<file path="src/rtl/ps2_pkg.sv">
// Shared PS/2 definitions: host transmitter states, frame size, parity helper
// and the common keyboard command bytes.
package ps2_pkg;

  typedef enum logic [2:0] {
    IDLE,
    INHIBIT,
    REQ,
    SHIFT,
    ACK,
    WAIT_IDLE
  } ps2_tx_state_e;

  localparam int unsigned FRAME_BITS = 11;

  localparam logic [7:0] CMD_SET_LEDS = 8'hED;
  localparam logic [7:0] CMD_RESET    = 8'hFF;
  localparam logic [7:0] CMD_ECHO     = 8'hEE;

  function automatic logic odd_parity(input logic [7:0] d);
    return ~^d;
  endfunction

endpackage

</file>
<file path="src/rtl/ps2_line_sync.sv">
// PS/2 line conditioner: 2-flop synchroniser, optional 8-sample glitch filter
// (PS2_TX_GLITCH_FILTER_EN) and a one-cycle falling-edge strobe.
module ps2_line_sync (
  input  logic clk_i,
  input  logic rst_ni,
  input  logic line_i,
  output logic level_o,
  output logic fall_o
);

  logic s1_q, s2_q;

  always_ff @(posedge clk_i or negedge rst_ni) begin
    if (!rst_ni) begin
      s1_q <= 1'b1;
      s2_q <= 1'b1;
    end else begin
      s1_q <= line_i;
      s2_q <= s1_q;
    end
  end

`ifdef PS2_TX_GLITCH_FILTER_EN
  logic [7:0] hist_q;
  logic       stable_q;

  // The level only moves once eight consecutive samples agree on it.
  always_ff @(posedge clk_i or negedge rst_ni) begin
    if (!rst_ni) begin
      hist_q   <= '1;
      stable_q <= 1'b1;
    end else begin
      hist_q <= {hist_q[6:0], s2_q};
      if (&hist_q)
        stable_q <= 1'b1;
      else if (~|hist_q)
        stable_q <= 1'b0;
    end
  end

  assign level_o = stable_q;
  assign fall_o  = stable_q & ~|hist_q;
`else
  logic prev_q;

  always_ff @(posedge clk_i or negedge rst_ni) begin
    if (!rst_ni)
      prev_q <= 1'b1;
    else
      prev_q <= s2_q;
  end

  assign level_o = s2_q;
  assign fall_o  = prev_q & ~s2_q;
`endif

endmodule

</file>
<file path="src/rtl/ps2_host_tx.sv">
// PS/2 host-to-device command transmitter driving open-drain pull-low enables.
// Optional input glitch filter: define PS2_TX_GLITCH_FILTER_EN.
module ps2_host_tx
  import ps2_pkg::*;
#(
  parameter int unsigned INHIBIT_CYCLES = 2500,
  parameter int unsigned TIMEOUT_CYCLES = 375000,
  parameter int unsigned RELEASE_CYCLES = 25
) (
  input  logic       clk,
  input  logic       reset_n,
  input  logic [7:0] tx_data,
  input  logic       tx_start,
  input  logic       PS2C_in,
  input  logic       PS2D_in,
  output logic       ps2c_oe,
  output logic       ps2d_oe,
  output logic       busy,
  output logic       done,
  output logic       err
);

  localparam int unsigned IW = $clog2(INHIBIT_CYCLES) + 1;
  localparam int unsigned RW = $clog2(RELEASE_CYCLES) + 1;
  localparam int unsigned TW = $clog2(TIMEOUT_CYCLES) + 1;

  ps2_tx_state_e state_q;
  logic [IW-1:0] inh_q;
  logic [RW-1:0] rel_q;
  logic [TW-1:0] to_q;
  logic [3:0]    bit_q;
  logic [7:0]    data_q;
  logic          par_q;
  logic          c_oe_q, d_oe_q, busy_q, done_q, err_q;

  logic c_lvl, c_fall, d_lvl, d_fall;

  ps2_line_sync u_sync_c (
    .clk_i   (clk),
    .rst_ni  (reset_n),
    .line_i  (PS2C_in),
    .level_o (c_lvl),
    .fall_o  (c_fall)
  );

  ps2_line_sync u_sync_d (
    .clk_i   (clk),
    .rst_ni  (reset_n),
    .line_i  (PS2D_in),
    .level_o (d_lvl),
    .fall_o  (d_fall)
  );

  logic in_frame;
  assign in_frame = (state_q == SHIFT) || (state_q == ACK) || (state_q == WAIT_IDLE);

  always_ff @(posedge clk or negedge reset_n) begin
    if (!reset_n) begin
      state_q <= IDLE;
      inh_q   <= '0;
      rel_q   <= '0;
      to_q    <= '0;
      bit_q   <= '0;
      data_q  <= '0;
      par_q   <= 1'b0;
      c_oe_q  <= 1'b0;
      d_oe_q  <= 1'b0;
      busy_q  <= 1'b0;
      done_q  <= 1'b0;
      err_q   <= 1'b0;
    end else begin
      done_q <= 1'b0;
      err_q  <= 1'b0;
      if (in_frame)
        to_q <= to_q + TW'(1);

      // Timeout overrides whatever the frame logic would do this cycle.
      if (in_frame && (to_q == TW'(TIMEOUT_CYCLES - 1))) begin
        c_oe_q  <= 1'b0;
        d_oe_q  <= 1'b0;
        err_q   <= 1'b1;
        busy_q  <= 1'b0;
        state_q <= IDLE;
      end else begin
        unique case (state_q)
          IDLE: begin
            // The cycle carrying done/err must not re-arm the transmitter.
            if (tx_start && !done_q && !err_q) begin
              data_q  <= tx_data;
              par_q   <= odd_parity(tx_data);
              busy_q  <= 1'b1;
              c_oe_q  <= 1'b1;
              inh_q   <= '0;
              state_q <= INHIBIT;
            end
          end
          INHIBIT: begin
            if (inh_q == IW'(INHIBIT_CYCLES - 1)) begin
              d_oe_q  <= 1'b1;
              rel_q   <= '0;
              state_q <= REQ;
            end else begin
              inh_q <= inh_q + IW'(1);
            end
          end
          REQ: begin
            if (rel_q == '0)
              c_oe_q <= 1'b0;
            if (rel_q == RW'(RELEASE_CYCLES)) begin
              to_q    <= '0;
              bit_q   <= '0;
              state_q <= SHIFT;
            end else begin
              rel_q <= rel_q + RW'(1);
            end
          end
          SHIFT: begin
            if (c_fall) begin
              bit_q <= bit_q + 4'd1;
              if (bit_q < 4'(FRAME_BITS - 3)) begin
                d_oe_q <= ~data_q[bit_q[2:0]];
              end else if (bit_q == 4'(FRAME_BITS - 3)) begin
                d_oe_q <= ~par_q;
              end else begin
                d_oe_q  <= 1'b0;
                state_q <= ACK;
              end
            end
          end
          ACK: begin
            if (c_fall) begin
              bit_q <= bit_q + 4'd1;
              if (!d_lvl) begin
                state_q <= WAIT_IDLE;
              end else begin
                err_q   <= 1'b1;
                busy_q  <= 1'b0;
                state_q <= IDLE;
              end
            end
          end
          WAIT_IDLE: begin
            if (c_lvl && d_lvl) begin
              done_q  <= 1'b1;
              busy_q  <= 1'b0;
              state_q <= IDLE;
            end
          end
          default: state_q <= IDLE;
        endcase
      end
    end
  end

  assign ps2c_oe = c_oe_q;
  assign ps2d_oe = d_oe_q;
  assign busy    = busy_q;
  assign done    = done_q;
  assign err     = err_q;

endmodule

</file>
<file path="config.mk">
export PLATFORM = sky130hd
export DESIGN_NAME = ps2_host_tx
export DESIGN_NICKNAME = d
export VERILOG_FILES = /design/src/rtl/ps2_pkg.sv /design/src/rtl/ps2_line_sync.sv /design/src/rtl/ps2_host_tx.sv
export SDC_FILE = /design/constraint.sdc
export NUM_CORES = 1
export LEC_CHECK = 0
export ABC_AREA = 1
export BUFFER_PORTS_ARGS = -buffer_cell sky130_fd_sc_hd__buf_2
export CAP_MARGIN = 15
export CORE_MARGIN = 5
export CORE_UTILIZATION = 50
export CTS_CLUSTER_SIZE = 25
export DETAILED_ROUTE_END_ITERATION = 8
export PLACE_DENSITY = 0.71
export SETUP_SLACK_MARGIN = 0.1
export SYNTH_ARGS = -nofsm -noshare
export SYNTH_HDL_FRONTEND = slang
export SYNTH_HIERARCHICAL = 1
export SYNTH_SLANG_ARGS = --single-unit
</file>
<file path="constraint.sdc">
create_clock -name clk -period 4.05 [get_ports clk]
set_input_delay 0.6075 -clock clk [delete_from_list [all_inputs] [get_ports clk]]
set_output_delay 0.6075 -clock clk [all_outputs]
set_load 0.005 [all_outputs]
</file>
==> impl_metrics.env <==
export IMPL_seq_power_share_pct=40.7
export IMPL_gp_congestion=0.9098
export IMPL_power_density_nw_per_um2=589.5
export IMPL_max_slew_margin_pct=59.38
export IMPL_synth_warnings=6
export IMPL_tightest_slew_ns=0.6046
export IMPL_syn_avg_cell_area_sq_um=7.561
export IMPL_diodes=0
export IMPL_numCtsBuffers=9
export IMPL_end_kind="flip-flop"
export IMPL_ir_worst_vdd_uv=283.6
export IMPL_cts_path_max_buffers=2
export IMPL_dp_slack_ns=2.060
export IMPL_multi_input_area_sq_um=1785
export IMPL_hold_path_class="in -> async"
export IMPL_critical_path_max_fanout=8
export IMPL_insertion_delay_ns=0.34
export IMPL_cts_tree="built"
export IMPL_timing_final_max_slew_violations=0
export IMPL_finClkSkew_ns=0.007063
export IMPL_top_level_ports=18
export IMPL_switching_share_pct=41.31
export IMPL_cts_hold_fix_buffers=0
export IMPL_post_place_cells=603
export IMPL_start_kind="flip-flop"
export IMPL_path_class="reg -> reg"
export IMPL_dp_hpwl_mm=6.134
export IMPL_mappedNetlistArea_sq_um=3705
export IMPL_htree_levels=3
export IMPL_grt_max_degree=45
export IMPL_post_cts_buffers=0
export IMPL_vias_per_cell=5.225
export IMPL_ctsResizeCount=0
export IMPL_grt_overflow=0
export IMPL_fin_area_sq_um=4094
export IMPL_start_util_pct=51.08
export IMPL_fillers=681
export IMPL_grt_pass1_vias=3261
export IMPL_drtPass1Iterations=4
export IMPL_drc=0
export IMPL_syn_instance_count=490
export IMPL_combinationalPowerShare_pct=36.7
export IMPL_clkTransAtPathRegs_ns=0.07
export IMPL_finalWirelength_mm=8.187
export IMPL_p_leak_uw=0.001975
export IMPL_ant_nets=0
export IMPL_dpl_cell_area_sq_um=3905
export IMPL_drtIter0Drc=201
export IMPL_drv_cap=0
export IMPL_port_buffers=17
export IMPL_status="finished, final reports clean"
export IMPL_antenna_found_initial=0
export IMPL_period_share_pct=49.18
export IMPL_p_sw_uw=996.8
export IMPL_fmax_mhz=502.1
export IMPL_wl_per_cell_microns=13.23
export IMPL_root_buffer="clkbuf_8"
export IMPL_final_cells=619
export IMPL_nNetsFinal=535
export IMPL_grt_pass1_wl_mm=14.59
export IMPL_syn_num_nets=510
export IMPL_die_area_sq_um=9231
export IMPL_worstPathRequired_ns=4.29
export IMPL_row_count=31
export IMPL_area_growth_pct=10.50
export IMPL_hold_viol=0
export IMPL_setup_violations=0
export IMPL_period_minus_slack_ns=1.992
export IMPL_clkPwrFrac_pct=22.7
export IMPL_dr_total_vias=3234
export IMPL_die_x_microns=96.08
export IMPL_clock_sinks=65
export IMPL_rsz0062_at_grt="false"
export IMPL_p_int_uw=1416
export IMPL_setup_tns_ns=0
export IMPL_dieHeight_microns=96.08
export IMPL_crit_arrival_ns=2.23
export IMPL_grtUsageTotal_pct=20.20
export IMPL_fp_coreArea_sq_um=7253
export IMPL_setup_slack_ns=2.058
export IMPL_seqCellArea_sq_um=1633
export IMPL_drive_gt1_share_pct=12.50
power groups by stage:
stage          logic, uW  registers (uW)  clock network [uW]
2_1_floorplan        689             946                   0
3_5_place_dp         886             987                   0
3_3_place_gp         866             979                   0
6_report             885             981                 547
5_1_grt             1030            1000                 580
4_1_cts              893             978                 555
cell usage in the layout (no fill, tap or decap), types with 5 or more instances in the layout:
master / n
a21oi_1: 13
buf_2: 17
clkbuf_8: 10
dfrtp_1: 60
dfstp_2: 5
ha_1: 7
inv_1: 60
inv_2: 12
nand2_1: 117
nand2_2: 5
nand3_1: 41
nand4_1: 12
nor2_1: 51
nor2_4: 5
nor3_1: 17
o21ai_0: 22
o21ai_1: 7
xnor2_1: 8
xor2_1: 17
final cells by class:
type                       instances  area share, %
inverter                          72          6.601
clock inverter                     3         0.9780
sequential                        65          39.88
clock buffer                      13          3.637
multi-input combinational        349          43.61
timing repair buffer              18          2.262
tap                               99          3.026
routing by layer:
layer	track usage (%)	vias to the layer above	share of wire, %
li1	-	1626	-
met1	24.79	1518	44
met2	35.88	74	50
met3	4.066	16	4.5
met4	5.450	0	1.3
met5	0	-	0
flip-flops by register name, indices dropped and copies added (netlist names), 3 cells and up:
register,count
rel_q,6
state_q,3
data_q,8
inh_q,13
to_q,20
bit_q,4
final timing paths:
check | from | end | slack, ns | cells after the start
max in group asynchronous | reset_n | u_sync_d/s1_q | 2.88 | 2
min | reset_n | to_q[12] | 0.23 | 1
max | state_q[2] | to_q[12] | 2.06 | 8
min reg2reg | u_sync_c/s1_q | u_sync_c/level_o | 0.36 | 0
max reg2reg | state_q[2] | to_q[12] | 2.06 | 8
min in group clk | PS2C_in | u_sync_c/s1_q | 0.36 | 1
through the flow:
| stage | util, % | total power [uW] | hold WS [ns] |
|---|---|---|---|
| floorplan | - | 1636 | 0.3119 |
| global placement | 53.84 | 1845 | 0.3518 |
| detailed placement | 53.84 | 1874 | 0.3591 |
| CTS | 56.44 | 2426 | 0.2403 |
| global route | 56.44 | 2617 | 0.2692 |
| finish | 56.44 | 2413 | 0.2309 |
critical path, cell delays in order, from the launching register on:
cell and delay (ns):
dfrtp_1 0.48, nor2_1 0.19, nand2_2 0.14, nor2_1 0.48
inv_1 0.24, o21ai_1 0.16, nand2_1 0.06, o21ai_0 0.07
inv_1 0.05
Power figures use the tool's default switching activity.
